<file path="src/rtl/stroke_phase_detector.sv">
// Flywheel tick interval measurement and drive/recovery phase classification.
// Optional tick lockout after an accepted tick is enabled by defining STROKE_LOCKOUT_EN.
module stroke_phase_detector #(
    parameter int PW      = 24,
    parameter int CONFIRM = 3,
    parameter int MARGIN  = 4,
    parameter int MIN_GAP = 50,
    parameter int TIMEOUT = 12_500_000
) (
    input  logic          clk,
    input  logic          reset_n,
    input  logic          sensor_in,
    output logic          start_drive,
    output logic          start_recovery,
    output logic [1:0]    phase,
    output logic [PW-1:0] tick_period,
    output logic          tick_strobe,
    output logic [15:0]   stroke_count
);

    typedef enum logic [1:0] {
        IDLE     = 2'b00,
        DRIVE    = 2'b01,
        RECOVERY = 2'b10
    } phase_t;

    localparam int RUN_W = $clog2(CONFIRM + 1);
    localparam logic [RUN_W-1:0] RUN_MAX   = RUN_W'(CONFIRM);
    localparam logic [PW-1:0]    TIMEOUT_C = PW'(TIMEOUT);
    localparam logic [PW-1:0]    GAP_C     = PW'(MIN_GAP);
    localparam logic [PW:0]      MARGIN_C  = (PW+1)'(MARGIN);
`ifdef STROKE_LOCKOUT_EN
    localparam logic LOCKOUT_ON = 1'b1;
`else
    localparam logic LOCKOUT_ON = 1'b0;
`endif

    function automatic logic [PW-1:0] sat_cnt(input logic [PW-1:0] v);
        return (v == '1) ? v : v + PW'(1);
    endfunction

    function automatic logic [RUN_W-1:0] sat_run(input logic [RUN_W-1:0] v);
        return (v >= RUN_MAX) ? RUN_MAX : v + RUN_W'(1);
    endfunction

    logic          sync_p0, sync_p1, sync_p2;
    logic [PW-1:0] cnt, cnt_d;
    logic [PW-1:0] prev_period, prev_d;
    logic          prev_valid, prev_valid_d;
    logic          seen_first, seen_d;
    logic [RUN_W-1:0] acc_run, acc_d, dec_run, dec_d;
    phase_t        state_q, state_d;
    logic [PW-1:0] period_d;
    logic          strobe_d, drive_d, rec_d;
    logic [15:0]   count_d;

    logic cand, tick, timeout_hit, accel, decel;
    logic [PW:0] n_ext, v_ext;

    assign cand        = sync_p1 & ~sync_p2;
    // Lockout never applies before the first tick of a session.
    assign tick        = cand & ~(LOCKOUT_ON & seen_first & (cnt < GAP_C));
    assign timeout_hit = (cnt == TIMEOUT_C);
    assign n_ext       = {1'b0, cnt};
    assign v_ext       = {1'b0, prev_period};
    assign accel       = (n_ext + MARGIN_C) < v_ext;
    assign decel       = n_ext > (v_ext + MARGIN_C);
    assign phase       = state_q;

    always_comb begin
        state_d      = state_q;
        cnt_d        = sat_cnt(cnt);
        prev_d       = prev_period;
        prev_valid_d = prev_valid;
        seen_d       = seen_first;
        acc_d        = acc_run;
        dec_d        = dec_run;
        period_d     = tick_period;
        strobe_d     = 1'b0;
        drive_d      = 1'b0;
        rec_d        = 1'b0;
        count_d      = stroke_count;

        if (tick) begin
            strobe_d = 1'b1;
            cnt_d    = PW'(1);
            if (!seen_first || timeout_hit) begin
                // Session start; a tick landing on the timeout cycle also restarts.
                seen_d       = 1'b1;
                prev_valid_d = 1'b0;
                acc_d        = '0;
                dec_d        = '0;
                state_d      = IDLE;
                if (timeout_hit) period_d = '0;
            end else if (!prev_valid) begin
                prev_d       = cnt;
                prev_valid_d = 1'b1;
                period_d     = cnt;
            end else begin
                prev_d   = cnt;
                period_d = cnt;
                if (accel) begin
                    acc_d = sat_run(acc_run);
                    dec_d = '0;
                end else if (decel) begin
                    dec_d = sat_run(dec_run);
                    acc_d = '0;
                end
                if (acc_d == RUN_MAX && state_q != DRIVE) begin
                    state_d = DRIVE;
                    drive_d = 1'b1;
                    count_d = stroke_count + 16'd1;
                    acc_d   = '0;
                    dec_d   = '0;
                end else if (dec_d == RUN_MAX && state_q == DRIVE) begin
                    state_d = RECOVERY;
                    rec_d   = 1'b1;
                    acc_d   = '0;
                    dec_d   = '0;
                end
            end
        end else if (timeout_hit) begin
            state_d      = IDLE;
            period_d     = '0;
            acc_d        = '0;
            dec_d        = '0;
            prev_valid_d = 1'b0;
            seen_d       = 1'b0;
        end
    end

    always_ff @(posedge clk or negedge reset_n) begin
        if (!reset_n) begin
            sync_p0        <= 1'b0;
            sync_p1        <= 1'b0;
            sync_p2        <= 1'b0;
            cnt            <= '0;
            prev_period    <= '0;
            prev_valid     <= 1'b0;
            seen_first     <= 1'b0;
            acc_run        <= '0;
            dec_run        <= '0;
            state_q        <= IDLE;
            tick_period    <= '0;
            tick_strobe    <= 1'b0;
            start_drive    <= 1'b0;
            start_recovery <= 1'b0;
            stroke_count   <= '0;
        end else begin
            sync_p0        <= sensor_in;
            sync_p1        <= sync_p0;
            sync_p2        <= sync_p1;
            cnt            <= cnt_d;
            prev_period    <= prev_d;
            prev_valid     <= prev_valid_d;
            seen_first     <= seen_d;
            acc_run        <= acc_d;
            dec_run        <= dec_d;
            state_q        <= state_d;
            tick_period    <= period_d;
            tick_strobe    <= strobe_d;
            start_drive    <= drive_d;
            start_recovery <= rec_d;
            stroke_count   <= count_d;
        end
    end

endmodule
</file>
<file path="config.mk">
export PLATFORM = sky130hd
export DESIGN_NAME = stroke_phase_detector
export DESIGN_NICKNAME = d
export VERILOG_FILES = /design/src/rtl/stroke_phase_detector.sv
export SDC_FILE = /design/constraint.sdc
export NUM_CORES = 1
export LEC_CHECK = 0
export ABC_AREA = 1
export CORE_ASPECT_RATIO = 1.4
export CORE_UTILIZATION = 35
export DETAILED_ROUTE_END_ITERATION = 8
export GPL_TIMING_DRIVEN = 0
export PLACE_DENSITY = 0.63
export SYNTH_ARGS = -nofsm -noshare
export SYNTH_HDL_FRONTEND = slang
export SYNTH_SLANG_ARGS = --single-unit
</file>
<file path="constraint.sdc">
create_clock -name clk -period 7.4 [get_ports clk]
set_input_delay 1.11 -clock clk [delete_from_list [all_inputs] [get_ports clk]]
set_output_delay 1.11 -clock clk [all_outputs]
set_load 0.02 [all_outputs]
</file>
==> impl_metrics.yaml, run 1 <==
final_layout:
  diodes: 0
  final_common_cell: "nand2_1"
  area_delta_synth_final_pct: 16.7
  layout_common_cells: "240 x nand2_1, 109 x inv_1, 102 x dfrtp_1"
  finalInstanceArea_mm2: 0.00770
  nets: 970
  post-route-util_pct: 41.6
  drive_gt1_share_pct: 6.41
drt:
  ant_nets: 0
  drt_iter0_drc: 250
  dr.pass1.iters: 5
  wl_um: 16900
  wire_per_inst_um: 14.5
  drc: 0
  vias: 5678
  vias_per_cell: 4.88
timing:
  hold_ws_ps: 349
  hold_viol_final: 0
  slew_violations: 0
  setup_violations: 0
  rsz0062_at_grt: "no"
  finalCriticalPeriod_ps: 4290
  fin_crit_sh_pct: 58.0
  finalSetupTns_ps: 0
  finClkSkew_ps: 8.23
  max_freq_mhz: 233
  maxSlewHeadroom_pct: 52.1
  tightest_slew_ps: 717
setup_path:
  crit_fanout: 10
  crit_type: "register to register"
  critPathMaxStageDelay_ps: 380
  cp_slowest_cell: "dfrtp_1"
  worstPathArrival_ps: 4590
  required_ps: 7700
  worst_path_most_repeated_cell: "nand2_1"
  cp-end-kind: "register"
  start_kind: "register"
clocking:
  clkTransAtPathRegs_ps: 70
  cts_buffers: 9
  cts.path.max_buffers: 2
  post-cts-setup-buffer-count: 0
  cts-root-buf: "clkbuf_16"
  cts.sinks: 102
  h-tree-depth: 3
  cts_resized: 0
  clk_latency_ps: 360
  postCtsHoldBufs: 0
  cts_tree: "built"
pwr:
  power_switching_mw: 0.538
  ir_drop_v: 0.000120
  p_int_mw: 1.03
  swShare_pct: 34.2
  p_clk_share_pct: 31.1
  power_mw: 1.57
  pwr-share-seq_pct: 40.0
  p_leak_nw: 3.58
  power_density_mw_per_mm2: 204
  p_comb_share_pct: 28.9
yosys:
  ys_ff_latch: 102
  synth_area_mm2: 0.00660
  synth_cell_types: 45
  seq_area_frac_synth_pct: 38.7
  syn_area_per_cell_um2: 7.71
  ys_warn_count: 0
  synth_nets: 911
  synth_cells: 856
global_routing:
  grtUsageTotal_pct: 18.4
  antenna_found_initial: 0
  grt_start_max_net_pins: 58
  grt_pass1_vias: 5631
  grt_first_pass_wirelength_um: 27900
  grt-ovfl-total: 0
placed_design:
  dp_hpwl_um: 13000
  place_area_mm2: 0.00740
  numPortBuffers: 47
  place_congestion: 0.892
run:
  cap_viol_max_count: 0
status:
  status: "complete, no violations"
die:
  die_x_um: 118
  start_util_pct: 35.6
  die_height_um: 164
  die-area_mm2: 0.0194
  coreArea_mm2: 0.0185
  num_io_pins: 48
  rows: 59
hold_path:
  holdCritPathClass: "register to register"
==> sequential cells by signal, indices dropped and copies added, names as in the netlist, 2 cells and up <==
register,cells
cnt,24
prev_period,24
tick_period,24
stroke_count,16
acc_run,2
dec_run,2
phase,2
==> worst max-delay path: cells and delay by family, from the launching register on <==
family	cells	cell delay (ps)
adder cells (fa/ha/maj)	1	270
XOR/XNOR	1	150
AO/OA/AOI/OAI	1	270
AND/OR/NAND/NOR	22	2690
buffers and inverters	3	450
flip-flops	1	380
==> power by group through the flow <==
stage | logic [mW] | registers (mW) | clock network (mW)
6_report | 0.454 | 0.629 | 0.488
4_1_cts | 0.459 | 0.629 | 0.499
2_1_floorplan | 0.323 | 0.646 | 0
5_1_grt | 0.518 | 0.634 | 0.528
3_3_place_gp | 0.450 | 0.640 | 0
3_5_place_dp | 0.458 | 0.639 | 0
==> Yosys cell counts (all sizes together) <==
cell type | n | area share (%)
a211oi | 1 | 0.11
a21o | 4 | 0.45
a21oi | 27 | 2.0
a22oi | 1 | 0.11
a31oi | 4 | 0.38
buf | 8 | 0.70
clkbuf | 9 | 0.51
clkinv | 1 | 0.057
dfrtp | 102 | 39
ha | 52 | 9.9
inv | 112 | 6.4
nand2 | 252 | 15
nand3 | 36 | 3.3
nand3b | 1 | 0.11
nand4 | 12 | 1.1
nor2 | 71 | 5.1
nor3 | 24 | 2.1
nor3b | 2 | 0.23
nor4 | 2 | 0.19
nor4b | 1 | 0.13
o211ai | 1 | 0.11
o21a | 2 | 0.23
o21ai | 77 | 6.0
o221a | 2 | 0.34
o22ai | 2 | 0.19
o31ai | 1 | 0.11
or2 | 1 | 0.095
xnor2 | 10 | 1.3
xor2 | 38 | 5.0
==> layout make-up <==
class | instances | area (µm²)
Sequential cell | 102 | 2550
Tap cell | 244 | 305
Fill cell | 1893 | 10800
Timing Repair Buffer | 48 | 495
Clock inverter | 5 | 58.8
Clock buffer | 11 | 243
Multi-Input combinational cell | 624 | 3540
Buffer | 17 | 80.1
Inverter | 113 | 429
==> layer usage <==
layer  vias up  global-route usage, %  part of all wire [%]
li1       2880                      -                     -
met1      2655                   20.5                    41
met2       111                   34.7                    53
met3        32                   2.87                   3.3
met4         0                   7.87                   2.8
met5         -                      0                     0
==> stage by stage <==
| stage | cells | setup WS [ps] |
|---|---|---|
| floorplan | 856 | 4070 |
| global placement | 1147 | 1050 |
| detailed placement | 1148 | 3060 |
| CTS | 1164 | 3040 |
| global route | 1164 | 2610 |
| finish | 1164 | 3110 |
==> worst paths after layout <==
| kind | from | end | slack [ps] | cells after the start |
|---|---|---|---|---|
| max in group asynchronous | reset_n | stroke_count[1] | 5920 | 2 |
| hold / removal | sync_p0 | sync_p1 | 350 | 0 |
| hold reg to reg | sync_p0 | sync_p1 | 350 | 0 |
| setup / recovery | prev_period[4] | stroke_count[7] | 3110 | 28 |
| min in group asynchronous | reset_n | tick_period[17] | 770 | 1 |
| setup reg to reg | prev_period[4] | stroke_count[7] | 3110 | 28 |
==> kinds of logic after synthesis <==
logic type	Yosys count	share of synthesized area, %
buf+inv	130	7.71
xor+xnor	48	6.37
fa+ha+maj	52	9.86
simple gates	402	27.4
flops	102	38.7
compound gates	122	10.0
No activity file was read; power rests on OpenSTA's default activity.
==> inputs of run 2 (changes only) <==
Settings changed: PLACE_DENSITY 0.63 to 0.65.
Clock period 7.4 ns to 3.8 ns, I/O delays scaled along.
==> run 2 against run 1 <==
Effect of this change:
- wire length rose by 1.8%
- clock power grew 90%
- cell count up 1.4%
- via count grew 0.32%
- clock skew increased by 0.99 ps
- core utilization is 1.7 points higher
- critical path type unchanged
- largest power group unchanged
- highest routed layer unchanged
==> impl_metrics.yaml, run 2 (synthesized netlist as in run 1, its figures left out) <==
status:
  status: "complete, no violations"
placed_design:
  place_congestion: 0.894
  dp.cells: 1148
  pre_cts_slack_ps: -536
  dp_hpwl_um: 12800
  numPortBuffers: 47
setup_path:
  crit_fanout: 5
  critPathMaxStageDelay_ps: 390
  required_ps: 4060
  crit_type: "register to register"
  worst_path_most_repeated_cell: "nand2_1"
  start_kind: "register"
  cp_slowest_cell: "dfrtp_1"
  worstPathArrival_ps: 3940
  cp-end-kind: "register"
timing:
  tightest_slew_ps: 659
  slew_violations: 0
  fin_crit_sh_pct: 96.9
  hold_viol_final: 0
  setup_violations: 0
  rsz0062_at_grt: "yes"
  finalCriticalPeriod_ps: 3680
  maxSlewHeadroom_pct: 56.0
  finClkSkew_ps: 9.22
  max_freq_mhz: 272
  setup_ws_ps: 117
global_routing:
  grt_pass1_vias: 5695
  grtUsageTotal_pct: 18.3
  antenna_found_initial: 0
  use_met3_pct: 3.07
  met1_usage_pct: 20.2
  grt_start_max_net_pins: 67
  use_met2_pct: 34.3
  grt_first_pass_wirelength_um: 27700
  busiest_layer: "met2"
  grt-ovfl-total: 0
run:
  cap_viol_max_count: 0
clocking:
  cts-root-buf: "clkbuf_16"
  cts.sinks: 102
  cts.path.max_buffers: 2
  cts_buffers: 9
  h-tree-depth: 3
  cts_tree: "built"
  clkTransAtPathRegs_ps: 70
  clk_latency_ps: 360
pwr:
  power_density_mw_per_mm2: 398
  ir_drop_v: 0.000289
  p_leak_nw: 3.70
drt:
  ant_nets: 0
  wl_um: 17200
  wire_per_inst_um: 14.6
  vias: 5696
  dr.pass1.iters: 4
  drc: 0
  vias_per_cell: 4.83
  drt_iter0_drc: 264
final_layout:
  final_cells: 1180
  final_common_cell: "nand2_1"
  nets: 986
  post-route-util_pct: 43.3
  reg_top3: "cnt: 24 flops, prev_period: 24 flops, tick_period: 24 flops"
  drive_gt1_share_pct: 11.6
  diodes: 0
  layout_common_cells: "230 x nand2_1, 106 x inv_1, 100 x dfrtp_1"
  area_delta_synth_final_pct: 21.6
  fill_cells: 1842
die:
  num_io_pins: 48
  coreArea_mm2: 0.0185
  die_x_um: 118
  die-area_mm2: 0.0194
  rows: 59
  start_util_pct: 35.6
  die_height_um: 164
hold_path:
  holdCritPathClass: "primary input to async pin"
-- run 2: changes by cell type in the layout (fill, tap and decap cells not counted), moves of 5 or more --
cell	previous run	this run
nor2_4	6	12
buf_4	2	15
nand2_1	240	230
nand2_2	9	17
o21ai_0	74	69
nor2_1	60	53
-- run 2: worst max-delay path, delay by kind of cell (launching register included) --
family	cells	cell delay [ps]
buf+inv	3	300
compound gates	1	230
xor+xnor	1	140
flops	1	390
simple gates	21	2260
fa+ha+maj	1	270
-- run 2: cell type report --
| type | count | area (µm²) | area share (%) |
|---|---|---|---|
| clock buffer | 12 | 236 | 2.95 |
| tap | 244 | 305 | 3.80 |
| multi-input combinational | 624 | 3720 | 46.4 |
| sequential | 102 | 2550 | 31.8 |
| inverter | 113 | 429 | 5.35 |
| timing repair buffer | 64 | 641 | 7.98 |
| buffer | 17 | 92.6 | 1.15 |
| clock inverter | 4 | 47.5 | 0.592 |
-- run 2: per-layer routing --
layer | vias to the layer above | wire [µm]
met5 | - | 0
met4 | 0 | 486
met3 | 32 | 531
met2 | 92 | 9040
met1 | 2669 | 7130
li1 | 2903 | -
-- run 2: repair_timing --
item / CTS / global route
setup endpoints to repair: 24 / 24
setup buffers: 3 / 12
hold buffers: 0 / 0
cloned: 0 / 1
resized for setup: 21 / 39
pin swaps: 7 / 23
-- run 2: final timing paths --
check / startpoint / slack [ps] / cells after the start / end
max: prev_period[2] / 120 / 27 / stroke_count[11]
min: reset_n / 170 / 1 / tick_period[16]
max reg2reg: prev_period[2] / 120 / 27 / stroke_count[11]
min reg2reg: sync_p0 / 370 / 0 / sync_p1
max in group asynchronous: reset_n / 2900 / 2 / cnt[16]
min in group clk: sync_p0 / 370 / 0 / sync_p1
-- run 2: where the power goes --
| group | internal, mW | switching, mW |
|---|---|---|
| Clock | 0.510 | 0.416 |
| Combinational | 0.409 | 0.629 |
| Sequential | 1.16 | 0.0730 |
| Total | 2.08 | 1.12 |
-- run 2: metrics by stage --
step / setup TNS (ps) / power [mW] / cell area [µm²] / hold WS, ps
floorplan: 0 / 1.89 / 6600 / 274
global placement: -208770 / 2.12 / 7380 / 335
detailed placement: -10000 / 2.14 / 7400 / 352
CTS: 0 / 3.08 / 7790 / 183
global route: -2560 / 3.39 / 8030 / 200
finish: 0 / 3.20 / 8030 / 169
==> inputs of run 3 (changes only) <==
Settings changed: PLACE_DENSITY 0.65 to unset.
==> run 3 against run 2 <==
Effect of this change:
- combinational power about the same
- cell count down 0.34%
- global-route usage about the same
- final area about the same
- register-to-register slack better by 40 ps
==> impl_metrics.yaml, run 3 (synthesized netlist as in run 1, its figures left out) <==
status:
  status: "complete, no violations"
clocking:
  clkTransAtPathRegs_ps: 70
  cts_buffers: 9
  cts_tree: "built"
  clk_latency_ps: 350
  postCtsHoldBufs: 0
  cts.sinks: 102
  cts-root-buf: "clkbuf_16"
  h-tree-depth: 3
  cts.path.max_buffers: 2
timing:
  fin_crit_sh_pct: 95.8
  finalCriticalPeriod_ps: 3640
  maxSlewHeadroom_pct: 52.0
  max_freq_mhz: 275
  slew_violations: 0
  tightest_slew_ps: 718
  rsz0062_at_grt: "yes"
  finClkSkew_ps: 5.35
  setup_violations: 0
  hold_viol_final: 0
placed_design:
  place_congestion: 0.943
  dp_hpwl_um: 13100
  dp.cells: 1148
  numPortBuffers: 47
pwr:
  p_clk_share_pct: 28.8
  swShare_pct: 34.5
  p_int_mw: 2.08
  p_comb_share_pct: 32.3
  power_switching_mw: 1.09
  pwr-share-seq_pct: 38.9
  power_mw: 3.17
  ir_drop_v: 0.000224
  p_leak_nw: 3.71
  power_density_mw_per_mm2: 395
setup_path:
  crit_fanout: 7
  cp-end-kind: "register"
  worst_path_most_repeated_cell: "nand2_1"
  critPathMaxStageDelay_ps: 350
  cp_slowest_cell: "dfrtp_1"
  crit_type: "register to register"
  required_ps: 4050
  worstPathArrival_ps: 3890
  start_kind: "register"
global_routing:
  grtUsageTotal_pct: 18.3
  grt_pass1_vias: 5593
  antenna_found_initial: 0
  grt_first_pass_wirelength_um: 27700
  grt_start_max_net_pins: 55
  grt-ovfl-total: 0
final_layout:
  diodes: 0
  reg_top3: "cnt: 24 flops, prev_period: 24 flops, tick_period: 24 flops"
  nets: 985
  final_common_cell: "nand2_1"
  drive_gt1_share_pct: 12.3
  area_delta_synth_final_pct: 21.6
  layout_common_cells: "220 x nand2_1, 103 x inv_1, 100 x dfrtp_1"
  final_cells: 1176
die:
  die-area_mm2: 0.0194
  rows: 59
  die_height_um: 164
  num_io_pins: 48
  die_x_um: 118
  coreArea_mm2: 0.0185
  start_util_pct: 35.6
drt:
  ant_nets: 0
  wl_um: 17200
  wire_per_inst_um: 14.6
  vias_per_cell: 4.83
  dr.pass1.iters: 4
  vias: 5683
  drc: 0
  drt_iter0_drc: 227
run:
  cap_viol_max_count: 0
hold_path:
  holdCritPathClass: "primary input to async pin"
==> run 3: changes by cell type in the layout (fill, tap and decap cells not counted), moves of 2 or more <==
cell	before	now
o21ai_2	4	2
inv_1	106	103
nand2_1	230	220
clkbuf_1	12	10
nand2_4	5	7
nand2_2	17	25
o21ai_0	69	71
inv_2	6	9
==> run 3: cell type report <==
type                       count  area [µm²]
clock inverter                 2        35.0
tap                          244         305
multi-input combinational    624        3730
sequential                   102        2550
buffer                        17        95.1
clock buffer                  11         243
inverter                     113         429
fill                        1891       10500
timing repair buffer          63         633
==> run 3: metal layers <==
metal  GRT usage [%]  wire [µm]  up-vias
met5               0          0        -
met4            6.88        415        0
met3            3.00        459       22
met2            34.3       9000       87
met1            20.7       7290     2679
li1                -          -     2895
==> run 3: worst max-delay path: cells and delay by family (launching register included) <==
| family | cells | cell delay, ps |
|---|---|---|
| flip-flops | 1 | 350 |
| buffers and inverters | 5 | 580 |
| adder cells (fa/ha/maj) | 1 | 260 |
| XOR/XNOR | 1 | 150 |
| AND/OR/NAND/NOR | 20 | 2180 |
==> run 3: repair_timing <==
action                     in CTS  in global routing
pin swaps                       7                 32
resized for setup              23                 47
setup endpoints to repair      24                 24
gates cloned                    0                  1
setup buffers                   5                  9
==> run 3: power groups by stage <==
stage          Sequential, mW  Combinational (mW)  Clock [mW]
6_report                 1.23                1.03       0.912
4_1_cts                  1.23               0.932       0.938
2_1_floorplan            1.26               0.630           0
3_3_place_gp             1.25               0.879           0
5_1_grt                  1.24                1.14       0.972
3_5_place_dp             1.25               0.893           0
==> run 3: final timing paths <==
| check | startpoint | endpoint | slack, ps | cells after the start |
|---|---|---|---|---|
| worst min register to register | sync_p0 | sync_p1 | 350 | 0 |
| max in group asynchronous | reset_n | cnt[2] | 2840 | 2 |
| worst min-delay path | reset_n | tick_period[15] | 250 | 1 |
| worst max register to register | cnt[5] | stroke_count[13] | 160 | 27 |
| worst max-delay path | cnt[5] | stroke_count[13] | 160 | 27 |
| min in group clk | sync_p0 | sync_p1 | 350 | 0 |
==> run 3: through the flow <==
step	setup TNS [ps]	util (%)	hold slack, ps	cell area (µm²)	setup slack [ps]
5_1_grt	-1460	43.3	307	8030	-99.1
2_1_floorplan	0	-	274	6600	465
3_5_place_dp	-10660	39.9	337	7400	-566
4_1_cts	0	42.1	278	7800	17.4
3_3_place_gp	-210340	39.8	337	7380	-1970
6_report	0	43.3	246	8030	160
